$ cat src/rtl/uart_flag_bank.sv
// Bank of N clocked SR status flags with host write-1-to-clear, sticky overrun
// capture, rising-edge pending bits and a maskable registered interrupt.
module uart_flag_bank #(
    parameter int          N            = 8,
    parameter logic [N-1:0] RESET_VAL   = {N{1'b1}},
    parameter bit          SET_PRIORITY = 1'b1
) (
    input  logic         clk,
    input  logic         reset,
    input  logic [N-1:0] set,
    input  logic [N-1:0] clr,
    input  logic         wr_en,
    input  logic         wr_sel,
    input  logic [N-1:0] wr_data,
    output logic [N-1:0] flags,
    output logic [N-1:0] ovf,
    output logic [N-1:0] pend,
    output logic [N-1:0] mask,
    output logic         irq
);

    logic [N-1:0] r_flags;
    logic [N-1:0] r_ovf;
    logic [N-1:0] r_pend;
    logic [N-1:0] r_mask;
    logic         r_irq;

    logic [N-1:0] w_hclr;
    logic [N-1:0] w_kill;
    logic [N-1:0] w_flags_nxt;
    logic [N-1:0] w_ovf_nxt;
    logic [N-1:0] w_pend_nxt;

    assign w_hclr = {N{wr_en & ~wr_sel}} & wr_data;
    assign w_kill = clr | w_hclr;

    generate
        if (SET_PRIORITY) begin : g_set_wins
            assign w_flags_nxt = set | (r_flags & ~w_kill);
        end else begin : g_clr_wins
            assign w_flags_nxt = (r_flags | set) & ~w_kill;
        end
    endgenerate

    // New events are ORed in after the host clear so a same-cycle event survives.
    assign w_ovf_nxt  = (r_ovf  & ~w_hclr) | (set & r_flags);
    assign w_pend_nxt = (r_pend & ~w_hclr) | (~r_flags & w_flags_nxt);

    // NOTE: state registers use non-blocking assignments so every register
    // samples the pre-edge values of the others, matching real flops.
    always_ff @(posedge clk) begin
        if (reset) begin
            r_flags <= RESET_VAL;
            r_ovf   <= '0;
            r_pend  <= '0;
            r_mask  <= '0;
            r_irq   <= 1'b0;
        end else begin
            r_flags <= w_flags_nxt;
            r_ovf   <= w_ovf_nxt;
            r_pend  <= w_pend_nxt;
            if (wr_en && wr_sel) begin
                r_mask <= wr_data;
            end
            r_irq   <= |(r_pend & r_mask);
        end
    end

    assign flags = r_flags;
    assign ovf   = r_ovf;
    assign pend  = r_pend;
    assign mask  = r_mask;
    assign irq   = r_irq;

endmodule

$ cat config.mk
export PLATFORM = sky130hd
export DESIGN_NAME = uart_flag_bank
export DESIGN_NICKNAME = d
export VERILOG_FILES = /design/src/rtl/uart_flag_bank.sv
export SDC_FILE = /design/constraint.sdc
export NUM_CORES = 1
export LEC_CHECK = 0
export CORE_MARGIN = 3
export CORE_UTILIZATION = 42
export DETAILED_ROUTE_END_ITERATION = 10
export PLACE_DENSITY = 0.85
export REMOVE_ABC_BUFFERS = 1
export SLEW_MARGIN = 5
export SYNTH_ARGS = -nofsm -noshare
export SYNTH_HDL_FRONTEND = slang
export SYNTH_SLANG_ARGS = --single-unit
$ cat constraint.sdc
create_clock -name clk -period 3.06 [get_ports clk]
set_input_delay 0.612 -clock clk [delete_from_list [all_inputs] [get_ports clk]]
set_output_delay 0.612 -clock clk [all_outputs]
set_load 0.1 [all_outputs]
==> flow_metrics.env, run 1 <==
export IMPL_ys_flop_type="dfxtp_1"
export IMPL_synth_top_area_share=0.527
export IMPL_dr_wl_met3_um=283
export IMPL_cts_tree="done"
export IMPL_rr_endpoint="irq"
export IMPL_critical_path_max_fanout=17
export IMPL_syn_area_um2=1250
export IMPL_min_to="mask[3]"
export IMPL_hold_violations=0
export IMPL_cts_buffers=5
export IMPL_rrSetupSlack_ns=2.20
export IMPL_internal_power_mw=0.645
export IMPL_wl_met1_um=1280
export IMPL_slew_headroom=0.534
export IMPL_yosysMostFrequentCell="dfxtp_1"
export IMPL_min_delay_start="mask[3]"
export IMPL_r2r_start="pend[6]"
export IMPL_critPathCaptureType="register"
export IMPL_dr_pass1_iters=5
export IMPL_yosysWarnings=0
export IMPL_critPathLaunchType="primary input"
export IMPL_p_sw_mw=0.373
export IMPL_dp_final_hpwl_um=2430
export IMPL_worstSkewPairLatency_ns=0.33
export IMPL_drc=0
export IMPL_viasPerCell=5.48
export IMPL_p_seq_frac=0.463
export IMPL_ys_seq_area_frac=0.527
export IMPL_cts_htree_levels=2
export IMPL_p_leak_nw=0.767
export IMPL_synthAdderAreaFrac=0
export IMPL_r2r_cells=2
export IMPL_syn_area_per_cell_um2=9.35
export IMPL_crit_start="wr_en"
export IMPL_grt_max_degree=34
export IMPL_p_sw_frac=0.367
export IMPL_setup_viol_count_final=0
export IMPL_antenna_cells=0
export IMPL_synth_top_family_by_area="compound AO/OA/AOI/OAI gates"
export IMPL_nets=223
export IMPL_routed_wl_um=3240
export IMPL_grt_usage=0.188
export IMPL_path_cells="clkdlybuf4s50_1 -> nand3b_1 -> a311o_1"
export IMPL_clock_path_buffers=2
export IMPL_dr_wl_met2_um=1600
export IMPL_ant_nets=0
export IMPL_post_cts_setup_buffer_count=0
export IMPL_layout_drive_gt1_share=0.210
export IMPL_dr_max_layer_used="met4"
export IMPL_slew_violations=0
export IMPL_cts_reportedPaths_clkPinSlew_ns=0.08
export IMPL_synth_compound_area_share=0.207
export IMPL_core_um2=2810
export IMPL_critPathKind="in2reg"
export IMPL_final_setup_skew_ns=0.00927
export IMPL_post_route_min_period_ns=1.97
export IMPL_cp_arrival_ns=2.18
export IMPL_gr_total_overflow=0
export IMPL_synth_seq_cells=33
export IMPL_post_drt_wl_per_cell_um=14.3
export IMPL_die_x_um=60.6
export IMPL_synth_top_cell_by_area="dfxtp_1"
export IMPL_die_h_um=60.6
export IMPL_pwr_density_cell_nw_per_um2=558
export IMPL_drt_iter0_drc=42
export IMPL_cts_resized=0
export IMPL_syn2layout_area_growth_pct=45.8
export IMPL_setup_tns_ns=0
export IMPL_port_buffers=60
export IMPL_irDropWorstVdd_mv=0.353
export IMPL_max_freq_mhz=508
export IMPL_outcome="completed"
export IMPL_post_route_util=0.651
export IMPL_synth_xor_area_share=0
export IMPL_p_comb_frac=0.301
export IMPL_ys_top_cells_by_area="dfxtp_1 53%, a22oi_1 7.2%, a21oi_1 6.4%"
export IMPL_ctsHoldBuffers=0
export IMPL_min_path_type="reg2reg"
export IMPL_drv_cap=0
export IMPL_nFillCells=233
export IMPL_cts_sinks=33
export IMPL_io_pin_count=61
export IMPL_synth_cell_types=16
export IMPL_die_area_um2=3670
export IMPL_yosys_top_cells_count="33 x dfxtp_1, 16 x a21oi_1, 16 x nor2_1, 12 x a22oi_1, 9 x nand2_1"
export IMPL_grt_pass1_wl_um=5030
export IMPL_grt_setup_unrepaired="no"
export IMPL_clkPwrFrac=0.236
export IMPL_slowest_delay_ns=0.92
export IMPL_slowest_stage="clkdlybuf4s50_1"
export IMPL_worst_pin_slew_ns=0.696
export IMPL_muxShareOfSynthArea=0
export IMPL_yosys_area_share_simple=0.205
export IMPL_fin_crit_sh=0.643
export IMPL_vias=1239
export IMPL_grt_pass1_vias=1178
export IMPL_postSynthCellCount=134
export IMPL_gp_congestion=0.736
export IMPL_hold_path_cell_count=2
export IMPL_antenna_found_initial=0
export IMPL_root_buffer="clkbuf_4"
export IMPL_critical_path_required_ns=3.27
export IMPL_rows=19
export IMPL_start_util=0.446
export IMPL_synth_edf_count=0
export IMPL_async_flop_share=0
==> layout by cell type, fill, tap and decap left out <==
cell	instances
a21oi_1	16
a22oi_1	12
a311o_1	8
a41oi_1	1
buf_4	34
clkbuf_1	1
clkbuf_4	5
clkbuf_8	1
clkdlybuf4s50_1	27
dfxtp_1	33
inv_1	8
nand2_1	9
nand3_1	8
nand3b_1	7
nand3b_4	1
nor2_1	16
nor2b_1	8
==> flip-flops by register name (all words and copies together) (netlist names) <==
register and cells:
flags 8, irq 1, mask 8, ovf 8, pend 8
==> layout make-up <==
cell class | instances | area (um^2) | share of cell area
inverter | 8 | 30.0 | 0.0164
multi-input combinational | 86 | 515 | 0.282
tap | 31 | 38.8 | 0.0212
sequential | 33 | 661 | 0.362
timing repair buffer | 61 | 526 | 0.288
clock buffer | 7 | 55.1 | 0.0302
==> metrics by stage <==
step	power (mW)	instances	area, um^2	hold WS (ns)	setup WS (ns)
2_1_floorplan	0.688	127	1210	0.681	1.49
3_3_place_gp	0.783	219	1770	0.461	0.816
3_5_place_dp	0.788	219	1770	0.473	0.755
4_1_cts	1.03	226	1830	0.486	1.13
5_1_grt	1.06	226	1830	0.518	1.06
6_report	1.02	226	1830	0.487	1.09
==> worst max-delay path by stage <==
stage	to	depth (start not counted)
after floorplan	flags[0]	0
after global placement	flags[4]	3
after detailed placement	flags[0]	3
after CTS	flags[0]	3
after global routing	mask[5]	4
final	flags[3]	3
==> cell families (layout without fill, tap and decap cells) <==
kind of cell | count (synthesis) | after routing
buffers and inverters | 15 | 76
AOI/OAI and AO/OA | 37 | 37
DFF | 33 | 33
and+or+nand+nor | 49 | 49
==> critical path, delay by kind of cell <==
kind	cells	cell delay (ns)
AND/OR/NAND/NOR	1	0.25
buffers and inverters	1	0.92
AO/OA/AOI/OAI	1	0.40
==> power groups by stage <==
stage | logic, mW | clock network (mW) | registers (mW)
floorplan | 0.0380 | 0 | 0.650
global placement | 0.303 | 0 | 0.480
detailed placement | 0.307 | 0 | 0.481
CTS | 0.307 | 0.249 | 0.472
global route | 0.318 | 0.271 | 0.475
finish | 0.306 | 0.240 | 0.472
==> per-layer routing <==
metal | GRT usage | up-vias
li1 | - | 597
met2 | 0.307 | 59
met5 | 0 | -
met3 | 0.0638 | 8
met4 | 0.115 | 0
met1 | 0.210 | 575
Power figures use the tool's default switching activity.
==> inputs of run 2 (changes only) <==
--- a/config.mk
+++ b/config.mk
@@ -6,9 +6,9 @@
 export NUM_CORES = 1
 export LEC_CHECK = 0
 export CORE_MARGIN = 3
-export CORE_UTILIZATION = 42
+export CORE_UTILIZATION = 39
 export DETAILED_ROUTE_END_ITERATION = 10
-export PLACE_DENSITY = 0.85
+export PLACE_DENSITY = 0.8
 export REMOVE_ABC_BUFFERS = 1
 export SLEW_MARGIN = 5
 export SYNTH_ARGS = -nofsm -noshare
==> constraint.sdc (replaced) <==
create_clock -name clk -period 2 [get_ports clk]
set_input_delay 0.4 -clock clk [delete_from_list [all_inputs] [get_ports clk]]
set_output_delay 0.4 -clock clk [all_outputs]
set_load 0.1 [all_outputs]
==> flow_metrics.env, run 2 (synthesized netlist as in run 1, its figures left out) <==
export IMPL_outcome="completed"
export IMPL_nFillCells=272
export IMPL_critPathKind="reg2out"
export IMPL_post_drt_wl_per_cell_um=13.4
export IMPL_drt_iter0_drc=31
export IMPL_worst_pin_slew_ns=0.286
export IMPL_core_um2=2900
export IMPL_hold_violations=0
export IMPL_critical_path_required_ns=1.60
export IMPL_worst_path_buf_inv=1
export IMPL_mostFrequentLayoutCell="buf_4"
export IMPL_pwr_density_cell_nw_per_um2=827
export IMPL_layout_drive_gt1_share=0.212
export IMPL_cp_arrival_ns=1.04
export IMPL_die_x_um=62.7
export IMPL_grt_pass1_wl_um=5460
export IMPL_gr_total_overflow=0
export IMPL_nets=225
export IMPL_slew_violations=0
export IMPL_min_path_type="reg2reg"
export IMPL_crit_family="flip-flops"
export IMPL_worstSkewPairLatency_ns=0.33
export IMPL_final_setup_skew_ns=0.00539
export IMPL_port_buffers=60
export IMPL_slowest_stage="dfxtp_1"
export IMPL_post_route_min_period_ns=1.44
export IMPL_critPathLaunchType="register"
export IMPL_dr_pass1_iters=4
export IMPL_top_usage_layer="met2"
export IMPL_critical_path_max_fanout=4
export IMPL_placed_cells=232
export IMPL_routed_wl_um=3210
export IMPL_rrSetupSlack_ns=1.21
export IMPL_use_met3=0.0576
export IMPL_cts_reportedPaths_clkPinSlew_ns=0.09
export IMPL_clock_path_buffers=2
export IMPL_min_delay_start="mask[5]"
export IMPL_slowest_delay_ns=0.40
export IMPL_drc=0
export IMPL_ctsHoldBuffers=0
export IMPL_cts_resized=0
export IMPL_grt_usage=0.177
export IMPL_slew_headroom=0.811
export IMPL_cts_buffers=5
export IMPL_grt_pass1_vias=1220
export IMPL_crit_start="flags[3]"
export IMPL_viasPerCell=5.03
export IMPL_setup_tns_ns=0
export IMPL_grt_max_degree=34
export IMPL_dp_final_hpwl_um=2440
export IMPL_irDropWorstVdd_mv=0.399
export IMPL_cts_htree_levels=2
export IMPL_drv_cap=0
export IMPL_io_pin_count=61
export IMPL_r2r_start="pend[4]"
export IMPL_finalNonFillerCells=240
export IMPL_syn2layout_area_growth_pct=48.6
export IMPL_critPathCaptureType="output pin"
export IMPL_grt_setup_unrepaired="no"
export IMPL_setup_viol_count_final=0
export IMPL_hold_path_cell_count=2
export IMPL_fin_crit_sh=0.719
export IMPL_r2r_cells=2
export IMPL_die_area_um2=3930
export IMPL_rows=19
export IMPL_rr_endpoint="irq"
export IMPL_post_cts_setup_buffer_count=0
export IMPL_ant_nets=0
export IMPL_root_buffer="clkbuf_4"
export IMPL_final_cell_mix="35 x buf_4, 33 x dfxtp_1, 27 x clkdlybuf4s50_1"
export IMPL_use_met1=0.184
export IMPL_grt_util_met2=0.302
export IMPL_p_leak_nw=0.776
export IMPL_min_to="mask[5]"
export IMPL_cts_sinks=33
export IMPL_max_freq_mhz=695
export IMPL_antenna_found_initial=0
export IMPL_vias=1207
export IMPL_die_h_um=62.7
export IMPL_start_util=0.432
export IMPL_cts_tree="done"
export IMPL_path_cells="buf_4"
export IMPL_gp_congestion=0.700
export IMPL_antenna_cells=0
## run 2: cell types whose count changed in the layout (fill, tap and decap cells not counted)
cell      previous run  this run
buf_4               34        35
clkbuf_1             1         3
clkbuf_8             1         0
buf_12               0         1
## run 2: tightest hold or removal path: stages, from the launching register on
cell and delay [ns]:
dfxtp_1 0.33, nand2_1 0.05, a21oi_1 0.05
## run 2: stage by stage
step | utilization | setup slack (ns) | total power [mW] | instance area, um^2 | hold slack (ns)
final | 0.642 | 0.561 | 1.54 | 1860 | 0.475
after global routing | 0.642 | 0.500 | 1.61 | 1860 | 0.515
after CTS | 0.642 | 0.541 | 1.56 | 1860 | 0.478
after detailed placement | 0.625 | 0.284 | 1.21 | 1810 | 0.465
after global placement | 0.625 | 0.312 | 1.20 | 1810 | 0.461
after floorplan | - | 0.540 | 1.05 | 1210 | 0.469
## run 2: report_power, final
group	switching [mW]	total, mW	internal [mW]
logic	0.339	0.472	0.133
clock network	0.204	0.344	0.140
registers	0.0281	0.722	0.694
## run 2: layout make-up
cell class | instances | area, um^2 | share of cell area
repair buffers | 63 | 553 | 0.297
clock buffers | 8 | 48.8 | 0.0262
flip-flops and latches | 33 | 661 | 0.355
inverters | 8 | 30.0 | 0.0161
well taps | 42 | 52.6 | 0.0282
multi-input cells | 86 | 515 | 0.277
## run 2: how the worst max path moves through the flow
stage          slack [ns]  depth (start not counted)        to
3_5_place_dp         0.28                          4  flags[3]
4_1_cts              0.54                          1  flags[7]
5_1_grt              0.50                          1  flags[0]
3_3_place_gp         0.31                          4  flags[6]
2_1_floorplan        0.54                          2       irq
6_report             0.56                          1  flags[3]
## run 2: per-layer routing
layer  part of all wire  routed length [um]  up-vias
li1                   -                   -      604
met1               0.41                1310      557
met2               0.51                1630       40
met3              0.067                 214        6
met4              0.019                  61        0
met5                  0                   0        -
